File: src/rtl/video_pkg.sv
// Shared video constants: default 640x480@60 timing, pixel type, framebuffer geometry.
package video_pkg;

    typedef logic [7:0] rgb332_t;

    localparam int unsigned H_ACTIVE_DEF = 640;
    localparam int unsigned H_FP_DEF     = 16;
    localparam int unsigned H_SYNC_DEF   = 96;
    localparam int unsigned H_BP_DEF     = 48;

    localparam int unsigned V_ACTIVE_DEF = 480;
    localparam int unsigned V_FP_DEF     = 10;
    localparam int unsigned V_SYNC_DEF   = 2;
    localparam int unsigned V_BP_DEF     = 33;

    // Framebuffer geometry; the RAM instance uses the same constants so depths agree.
    localparam int unsigned FB_WIDTH_DEF    = 128;
    localparam int unsigned FB_HEIGHT_DEF   = 64;
    localparam int unsigned SCALE_SHIFT_DEF = 2;
    localparam rgb332_t     BORDER_DEF      = 8'h00;

endpackage

File: src/rtl/video_timing.sv
// Raster counters plus active/hsync/vsync decode for the current raster position.
module video_timing
    import video_pkg::*;
#(
    parameter int unsigned H_ACTIVE = H_ACTIVE_DEF,
    parameter int unsigned H_FP     = H_FP_DEF,
    parameter int unsigned H_SYNC   = H_SYNC_DEF,
    parameter int unsigned H_BP     = H_BP_DEF,
    parameter int unsigned V_ACTIVE = V_ACTIVE_DEF,
    parameter int unsigned V_FP     = V_FP_DEF,
    parameter int unsigned V_SYNC   = V_SYNC_DEF,
    parameter int unsigned V_BP     = V_BP_DEF,
    localparam int unsigned H_TOTAL = H_ACTIVE + H_FP + H_SYNC + H_BP,
    localparam int unsigned V_TOTAL = V_ACTIVE + V_FP + V_SYNC + V_BP,
    localparam int unsigned HW      = $clog2(H_TOTAL),
    localparam int unsigned VW      = $clog2(V_TOTAL)
) (
    input  logic          clk,
    input  logic          rst_n,
    input  logic          ce,
    output logic [HW-1:0] hcount,
    output logic [VW-1:0] vcount,
    output logic          active,
    output logic          hs,
    output logic          vs
);

    localparam logic [HW-1:0] H_LAST     = HW'(H_TOTAL - 1);
    localparam logic [VW-1:0] V_LAST     = VW'(V_TOTAL - 1);
    localparam logic [HW-1:0] H_ACT      = HW'(H_ACTIVE);
    localparam logic [VW-1:0] V_ACT      = VW'(V_ACTIVE);
    localparam logic [HW-1:0] HS_START   = HW'(H_ACTIVE + H_FP);
    localparam logic [HW-1:0] HS_END     = HW'(H_ACTIVE + H_FP + H_SYNC);
    localparam logic [VW-1:0] VS_START   = VW'(V_ACTIVE + V_FP);
    localparam logic [VW-1:0] VS_END     = VW'(V_ACTIVE + V_FP + V_SYNC);

    // Advance the raster one pixel per ce; vcount steps on hcount wrap.
    always_ff @(posedge clk or negedge rst_n) begin
        if (!rst_n) begin
            hcount <= '0;
            vcount <= '0;
        end else if (ce) begin
            if (hcount == H_LAST) begin
                hcount <= '0;
                vcount <= (vcount == V_LAST) ? '0 : vcount + 1'b1;
            end else begin
                hcount <= hcount + 1'b1;
            end
        end
    end

    // Decode region flags for the current position.
    always_comb begin
        active = (hcount < H_ACT) && (vcount < V_ACT);
        hs     = (hcount >= HS_START) && (hcount < HS_END);
        vs     = (vcount >= VS_START) && (vcount < VS_END);
    end

endmodule

File: src/rtl/fb_scanout.sv
// Framebuffer scanout: maps raster position to RAM address, then aligns RAM data with
// delayed timing flags through two ce-gated stages.
module fb_scanout
    import video_pkg::*;
#(
    parameter int unsigned H_ACTIVE    = H_ACTIVE_DEF,
    parameter int unsigned H_FP        = H_FP_DEF,
    parameter int unsigned H_SYNC      = H_SYNC_DEF,
    parameter int unsigned H_BP        = H_BP_DEF,
    parameter int unsigned V_ACTIVE    = V_ACTIVE_DEF,
    parameter int unsigned V_FP        = V_FP_DEF,
    parameter int unsigned V_SYNC      = V_SYNC_DEF,
    parameter int unsigned V_BP        = V_BP_DEF,
    parameter int unsigned FB_WIDTH    = FB_WIDTH_DEF,
    parameter int unsigned FB_HEIGHT   = FB_HEIGHT_DEF,
    parameter int unsigned SCALE_SHIFT = SCALE_SHIFT_DEF,
    parameter rgb332_t     BORDER      = BORDER_DEF,
    localparam int unsigned ADDRESS_WIDTH_B = $clog2(FB_WIDTH * FB_HEIGHT)
) (
    input  logic                       clk,
    input  logic                       rst_n,
    input  logic                       ce,
    output logic [ADDRESS_WIDTH_B-1:0] addr_b,
    input  rgb332_t                    q_b,
    output rgb332_t                    pixel,
    output logic                       de,
    output logic                       hsync,
    output logic                       vsync,
    output logic                       vblank
);

    localparam int unsigned H_TOTAL = H_ACTIVE + H_FP + H_SYNC + H_BP;
    localparam int unsigned V_TOTAL = V_ACTIVE + V_FP + V_SYNC + V_BP;
    localparam int unsigned HW      = $clog2(H_TOTAL);
    localparam int unsigned VW      = $clog2(V_TOTAL);
    localparam int unsigned FBW_W   = $clog2(FB_WIDTH);
    localparam int unsigned FBH_W   = $clog2(FB_HEIGHT);

    localparam logic [HW-1:0] FB_W_LIM  = HW'(FB_WIDTH);
    localparam logic [VW-1:0] FB_H_LIM  = VW'(FB_HEIGHT);
    localparam logic [VW-1:0] V_LAST_ACT = VW'(V_ACTIVE - 1);

    logic [HW-1:0] hcount;
    logic [VW-1:0] vcount;
    logic          active, hs, vs;
    logic [HW-1:0] fbx;
    logic [VW-1:0] fby;
    logic          inwin;

    logic    active1, inwin1, hs1, vs1, last1;
    logic    ce_d;
    rgb332_t q_hold;
    rgb332_t q_cur;

    video_timing #(
        .H_ACTIVE (H_ACTIVE),
        .H_FP     (H_FP),
        .H_SYNC   (H_SYNC),
        .H_BP     (H_BP),
        .V_ACTIVE (V_ACTIVE),
        .V_FP     (V_FP),
        .V_SYNC   (V_SYNC),
        .V_BP     (V_BP)
    ) u_timing (
        .clk    (clk),
        .rst_n  (rst_n),
        .ce     (ce),
        .hcount (hcount),
        .vcount (vcount),
        .active (active),
        .hs     (hs),
        .vs     (vs)
    );

    // Window test and byte address for the current raster position.
    always_comb begin
        fbx    = hcount >> SCALE_SHIFT;
        fby    = vcount >> SCALE_SHIFT;
        inwin  = active && (fbx < FB_W_LIM) && (fby < FB_H_LIM);
        addr_b = inwin ? {fby[FBH_W-1:0], fbx[FBW_W-1:0]} : '0;
    end

    // Stage 1: delay region flags to line up with the RAM read.
    always_ff @(posedge clk or negedge rst_n) begin
        if (!rst_n) begin
            active1 <= 1'b0;
            inwin1  <= 1'b0;
            hs1     <= 1'b0;
            vs1     <= 1'b0;
            last1   <= 1'b0;
        end else if (ce) begin
            active1 <= active;
            inwin1  <= inwin;
            hs1     <= hs;
            vs1     <= vs;
            last1   <= (vcount == V_LAST_ACT);
        end
    end

    // Capture RAM data on the clk after a ce; addr_b moves on after the ce, so later
    // clks in a ce gap would otherwise return the next pixel's byte.
    always_ff @(posedge clk or negedge rst_n) begin
        if (!rst_n) begin
            ce_d   <= 1'b0;
            q_hold <= '0;
        end else begin
            ce_d <= ce;
            if (ce_d) begin
                q_hold <= q_b;
            end
        end
    end

    // Data for the stage-1 pixel: live when ce came back-to-back, else the held copy.
    always_comb begin
        q_cur = ce_d ? q_b : q_hold;
    end

    // Stage 2 output registers; vblank pulses for one clk as de leaves the last active line.
    always_ff @(posedge clk or negedge rst_n) begin
        if (!rst_n) begin
            pixel  <= '0;
            de     <= 1'b0;
            hsync  <= 1'b0;
            vsync  <= 1'b0;
            vblank <= 1'b0;
        end else begin
            vblank <= ce && de && !active1 && last1;
            if (ce) begin
                pixel <= !active1 ? '0 : (inwin1 ? q_cur : BORDER);
                de    <= active1;
                hsync <= hs1;
                vsync <= vs1;
            end
        end
    end

endmodule
File: config.mk
export PLATFORM = sky130hd
export DESIGN_NAME = fb_scanout
export DESIGN_NICKNAME = d
export VERILOG_FILES = /design/src/rtl/video_pkg.sv /design/src/rtl/video_timing.sv /design/src/rtl/fb_scanout.sv
export SDC_FILE = /design/constraint.sdc
export NUM_CORES = 1
export LEC_CHECK = 0
export ABC_AREA = 1
export BUFFER_PORTS_ARGS = -buffer_cell sky130_fd_sc_hd__buf_4
export CAP_MARGIN = 15
export CORE_UTILIZATION = 40
export CTS_BUF_LIST = sky130_fd_sc_hd__clkbuf_8 sky130_fd_sc_hd__clkbuf_16
export DETAILED_ROUTE_END_ITERATION = 10
export HOLD_SLACK_MARGIN = 0.03
export PLACE_DENSITY = 0.73
export SLEW_MARGIN = 40
export SYNTH_ARGS = -nofsm -noshare
export SYNTH_HDL_FRONTEND = slang
export SYNTH_SLANG_ARGS = --single-unit
File: constraint.sdc
create_clock -name clk -period 1.4 [get_ports clk]
set_clock_uncertainty 0.2 [all_clocks]
set_input_delay 0.07 -clock clk [delete_from_list [all_inputs] [get_ports clk]]
set_output_delay 0.07 -clock clk [all_outputs]
set_load 0.005 [all_outputs]
# Yosys cells after proc, flatten, opt, wreduce, memory -nomap -nowiden
# Index checks and enable logic that the tools add are counted.
# W data, S select, Z words.
dict set report op_classes {
  addsub 2
  order_cmp 8
  n_eq_ne 3
  muxes 6
  n_reduce_logical 10
}
# op count
set op_table {}
lappend op_table {{$mux W8} 3}
lappend op_table {{$add A10 B1 Y10 const B} 2}
lappend op_table {{$eq A10 B10 Y1 const B} 2}
lappend op_table {{$lt A10 B10 Y1 const B} 2}
lappend op_table {{$lt A10 B9 Y1 const B} 2}
lappend op_table {{$mux W10} 2}
lappend op_table {{$mux W13} 1}
lappend op_table {{$eq A10 B9 Y1 const B} 1}
lappend op_table {{$ge A10 B10 Y1 const B} 1}
lappend op_table {{$ge A10 B9 Y1 const B} 1}
lappend op_table {{$logic_and A1 B1 Y1} 8}
lappend op_table {{$lt A8 B7 Y1 const B} 1}
lappend op_table {{$lt A8 B8 Y1 const B} 1}
lappend op_table {{$reduce_and A2 Y1} 1}
lappend op_table {{$logic_not A1 Y1} 1}
dict set report totals {
  register_bits 46
  output_inout_bits 25
  wordCells 43
}

# Longest topological paths before layout
dict set report depth {
  word_depth 5
  mapped_depth 9
  ltp_nobuf 9
}

# Hierarchy
# Synthesis repeated with hierarchy kept, for this count alone.
dict set report hier_totals {
  hier_cells 302
  hier_area_um2 2327.2
}
# mod n_inst cells_each area_per_inst_um2 seq_area_each_um2
set modules_own_cells {}
lappend modules_own_cells {video_timing 1 161 1209.9 500.5}
lappend modules_own_cells {fb_scanout 1 141 1117.3 650.6}

# Worst setup path before layout
# Ideal clock, no wire load.
dict set report synth_path {
  path_type {register to register}
  from {register u_timing.hcount[0]}
  to {register u_timing.vcount[1]}
  setup_ns 0.076
  arrival_time_ns 1.210
  required_ns 1.124
  slack_ns -0.086
  stages_incl_launch_ff 9
  period_less_slack_ns 1.486
  cell_sequence {dfrtp_1 > ha_1 > nand2_1 > nor2_2 > nand4_4 > nor2_4 > buf_6 > nand3_1 > o21ai_1}
}
dict set report synth_between {
  elab_chain_cells 2
}
# item line_no
set synth_lines {}
lappend synth_lines {{from (decl)} video_timing.sv:21} ;# output logic [HW-1:0] hcount,
lappend synth_lines {{from (signal assigned)} video_timing.sv:47} ;# hcount <= hcount + 1'b1;
lappend synth_lines {{$eq A10 B10 Y1} video_timing.sv:43} ;# if (hcount == H_LAST) begin
lappend synth_lines {{$reduce_and A2 Y1 (no source line)} --}
lappend synth_lines {{to (signal assigned)} video_timing.sv:45} ;# vcount <= (vcount == V_LAST) ? '0 : vcount + 1'b1;
lappend synth_lines {{to (decl)} video_timing.sv:22} ;# output logic [VW-1:0] vcount,
# No other way between the ends.
# A chain may end at the register's enable or synchronous reset.

# Worst setup path after layout
dict set report layout_path {
  from {register u_timing.hcount[1]}
  to {register u_timing.vcount[9]}
}
# Same word-level chain as after synthesis.

==> metrics.yaml <==
clocking:
  cts_root_buf: "clkbuf_8"
  clock_latency_ps: 310
  h-tree-depth: 2
  cts.clk_slew.worst_paths_ps: 100
  cts_tree: "done"
  clock_path_buffers: 2
  cts_made_buffers: 5
  cts_sinks: 46
synth:
  syn_area_per_cell_sq_um: 7.89
  synth_largest_area_cell: "dfrtp_1"
  ys_seq_area_share_pct: 50.7
  synth_cell_types: 25
  synth_edf_count: 0
  synth.top_cell.area_share_pct: 50.7
  synth_common_cells: "nand2_1 (90), dfrtp_1 (46), inv_1 (38)"
  synthCells: 288
  synthesis.nets: 303
  synth_ff_type: "dfrtp_1"
  async_flop_share_pct: 100
  synth_most_common_cell: "nand2_1"
  synth.area.top_cells: "dfrtp_1 (51%), nand2_1 (15%), inv_1 (6.3%)"
  yosysWarnings: 0
  netlist_area_sq_mm: 0.00227
  ys_ff_latch: 46
layout:
  area_growth_pct: 46.9
  final_util_pct: 61.0
  antenna_cells: 0
  n_fill_cell: 482
  nets: 386
  drive_gt1_share_pct: 34.9
route:
  via_per_inst: 4.82
  drt_wl_total_mm: 5.71
  first_pass_iters: 4
  drc: 0
  vias: 2140
  drt_first_iter_violations: 123
  wl_per_cell_um: 12.9
  drtAntennaViolNets: 0
setup_path:
  cp-end-kind: "flop"
  worstPathRequired_ps: 1440
  r2r_start: "u_timing.hcount[1]"
  r2r_setup_slack_ps: -240
  crit_path_end: "u_timing.vcount[9]"
  timing.rr.end: "u_timing.vcount[9]"
  critPathKind: "flop to flop"
  critPathLaunch: "u_timing.hcount[1]"
  cp_data_arrival_time_ps: 1680
  crit_fanout: 4
  r2r_cells: 8
  crit_path_start_kind: "flop"
outcome:
  violations: "setup timing"
  outcome: "finished, violations left"
min_path:
  hold_path_class: "input pin to flop"
grt:
  grt_max_degree: 47
  grt_pass1_vias: 2088
  grt_first_pass_wirelength_mm: 9.67
  grtUsageTotal_pct: 20.3
  grt-ovfl-total: 0
  antenna_found_initial: 0
die:
  die_w_um: 77.3
  pin_count: 36
  die_h_um: 77.3
  std_cell_rows: 27
  core_area_sq_mm: 0.00547
  die-area_sq_mm: 0.00598
  start_util_pct: 41.5
timing:
  final-setup-viol-count: 30
  clock.fmax_ghz: 0.609
  hold_violations: 0
  slew_headroom_pct: 61.4
  setup_slack_ps: -242
  finalCriticalPeriod_ps: 1640
  tightest_slew_ps: 579
  min_period_over_period_pct: 117
  final-max-slew-violation-count: 0
  grt_setup_unrepaired: "yes"
placement:
  pre_cts_ws_ps: -170
  io_buffers: 35
  dpl.hpwl_mm: 3.72
  gp_congestion: 0.856
power_and_ir_drop:
  static-leakage-power_nw: 1.67
  p_seq_share_pct: 39.3
  comb_power_share_pct: 42.1
  p_int_w: 0.00280
  switchingPower_w: 0.00174
  pwr-share-clk_pct: 18.6
  switching_share_pct: 38.4
  power.density_mw_per_mm2: 1360
  ir_worst_vdd_v: 0.000886
run:
  max-cap-violations: 0
[per-stage QoR]
stage                     cells  instance area (sq um)  power, W  hold slack (ps)  TNS [ps]
after floorplan             288                   2280   0.00249             -426      -420
after global placement      416                   2810   0.00314            -92.4     -1140
after detailed placement    416                   2810   0.00318            -89.3     -2000
after CTS                   441                   3130   0.00423             46.8     -3150
after global routing        444                   3340   0.00484             77.7     -7040
final                       444                   3340   0.00454             54.2     -4760
[registers in the layout, indices dropped and copies added, names as in the netlist]
| name | cells |
|---|---|
| u_timing.vcount | 10 |
| vblank | 1 |
| u_timing.hcount | 10 |
| hs1 | 1 |
| inwin1 | 1 |
| active1 | 1 |
| q_hold | 8 |
| last1 | 1 |
| vsync | 1 |
| vs1 | 1 |
| hsync | 1 |
| de | 1 |
| pixel | 8 |
| ce_d | 1 |
[cells in the final DEF, fill, tap and decap left out, types with 9 or more instances in the layout]
master,n
inv_2,10
o21ai_0,14
buf_6,12
nand3_1,15
o21ai_1,10
buf_4,59
nor2_1,9
nand2_1,88
dlygate4sd3_1,10
nor2_4,15
inv_1,31
dfrtp_1,46
[area by class of cell]
type,count,area [sq um],share of cell area [%]
clock inverter,3,23.8,0.712
inverter,43,168,5.02
multi-input combinational,192,1120,33.6
tap,72,90.1,2.70
clock buffer,5,68.8,2.06
timing repair buffer,83,713,21.4
sequential,46,1150,34.5
[layer usage]
metal / GRT usage (%) / up-vias / wire, um
met5: 0 / - / 0
met2: 32.8 / 67 / 2760
met3: 4.59 / 7 / 307
li1: - / 1078 / -
met4: 6.04 / 0 / 55
met1: 27.0 / 988 / 2590
[how the worst min path moves through the flow]
stage          slack (ps)   endpoint  cells past startpoint   from
5_1_grt                80      hsync                      5     ce
2_1_floorplan        -430    active1                      0  rst_n
3_5_place_dp          -90   pixel[1]                      1  rst_n
6_report               50      hsync                      5     ce
4_1_cts                50      hsync                      5     ce
3_3_place_gp          -90  q_hold[1]                      1  rst_n
[power groups by stage]
stage          Clock (W)  Sequential (W)  Combinational, W
6_report        0.000846         0.00178           0.00191
3_5_place_dp           0         0.00178           0.00141
4_1_cts         0.000864         0.00175           0.00162
2_1_floorplan          0         0.00176          0.000730
5_1_grt         0.000923         0.00182           0.00210
3_3_place_gp           0         0.00176           0.00138
[timing repair]
| item | in CTS | in global routing |
|---|---|---|
| endpoints found under the setup margin | 33 | 35 |
| pin swaps | 4 | 15 |
| hold buffers | 10 | 0 |
| buffers inserted | 6 | 5 |
| gates resized for setup | 27 | 45 |
| hold endpoints to repair | 70 | 0 |
| gates cloned | 1 | 0 |
[kinds of logic (layout without fill, tap and decap cells)]
family                   count (synthesis)  in the layout  share of synthesized area [%]
XOR/XNOR                                 2              2                          0.771
AO/OA/AOI/OAI                           28             28                           6.34
buffers and inverters                   50            134                           8.76
AND/OR/NAND/NOR                        158            158                           31.2
flip-flops                              46             46                           50.7
adder cells (fa/ha/maj)                  4              4                           2.20
[critical path, cell delays in order, from the launching register on]
cell and delay [ps]:
dfrtp_1 420, ha_4 170, nand2_4 60, nor2_4 140, nand4_4 110, nor2_4 160, buf_4 150, nand4_1 90
nand2_1 70
(Power assumes the default switching activity.)
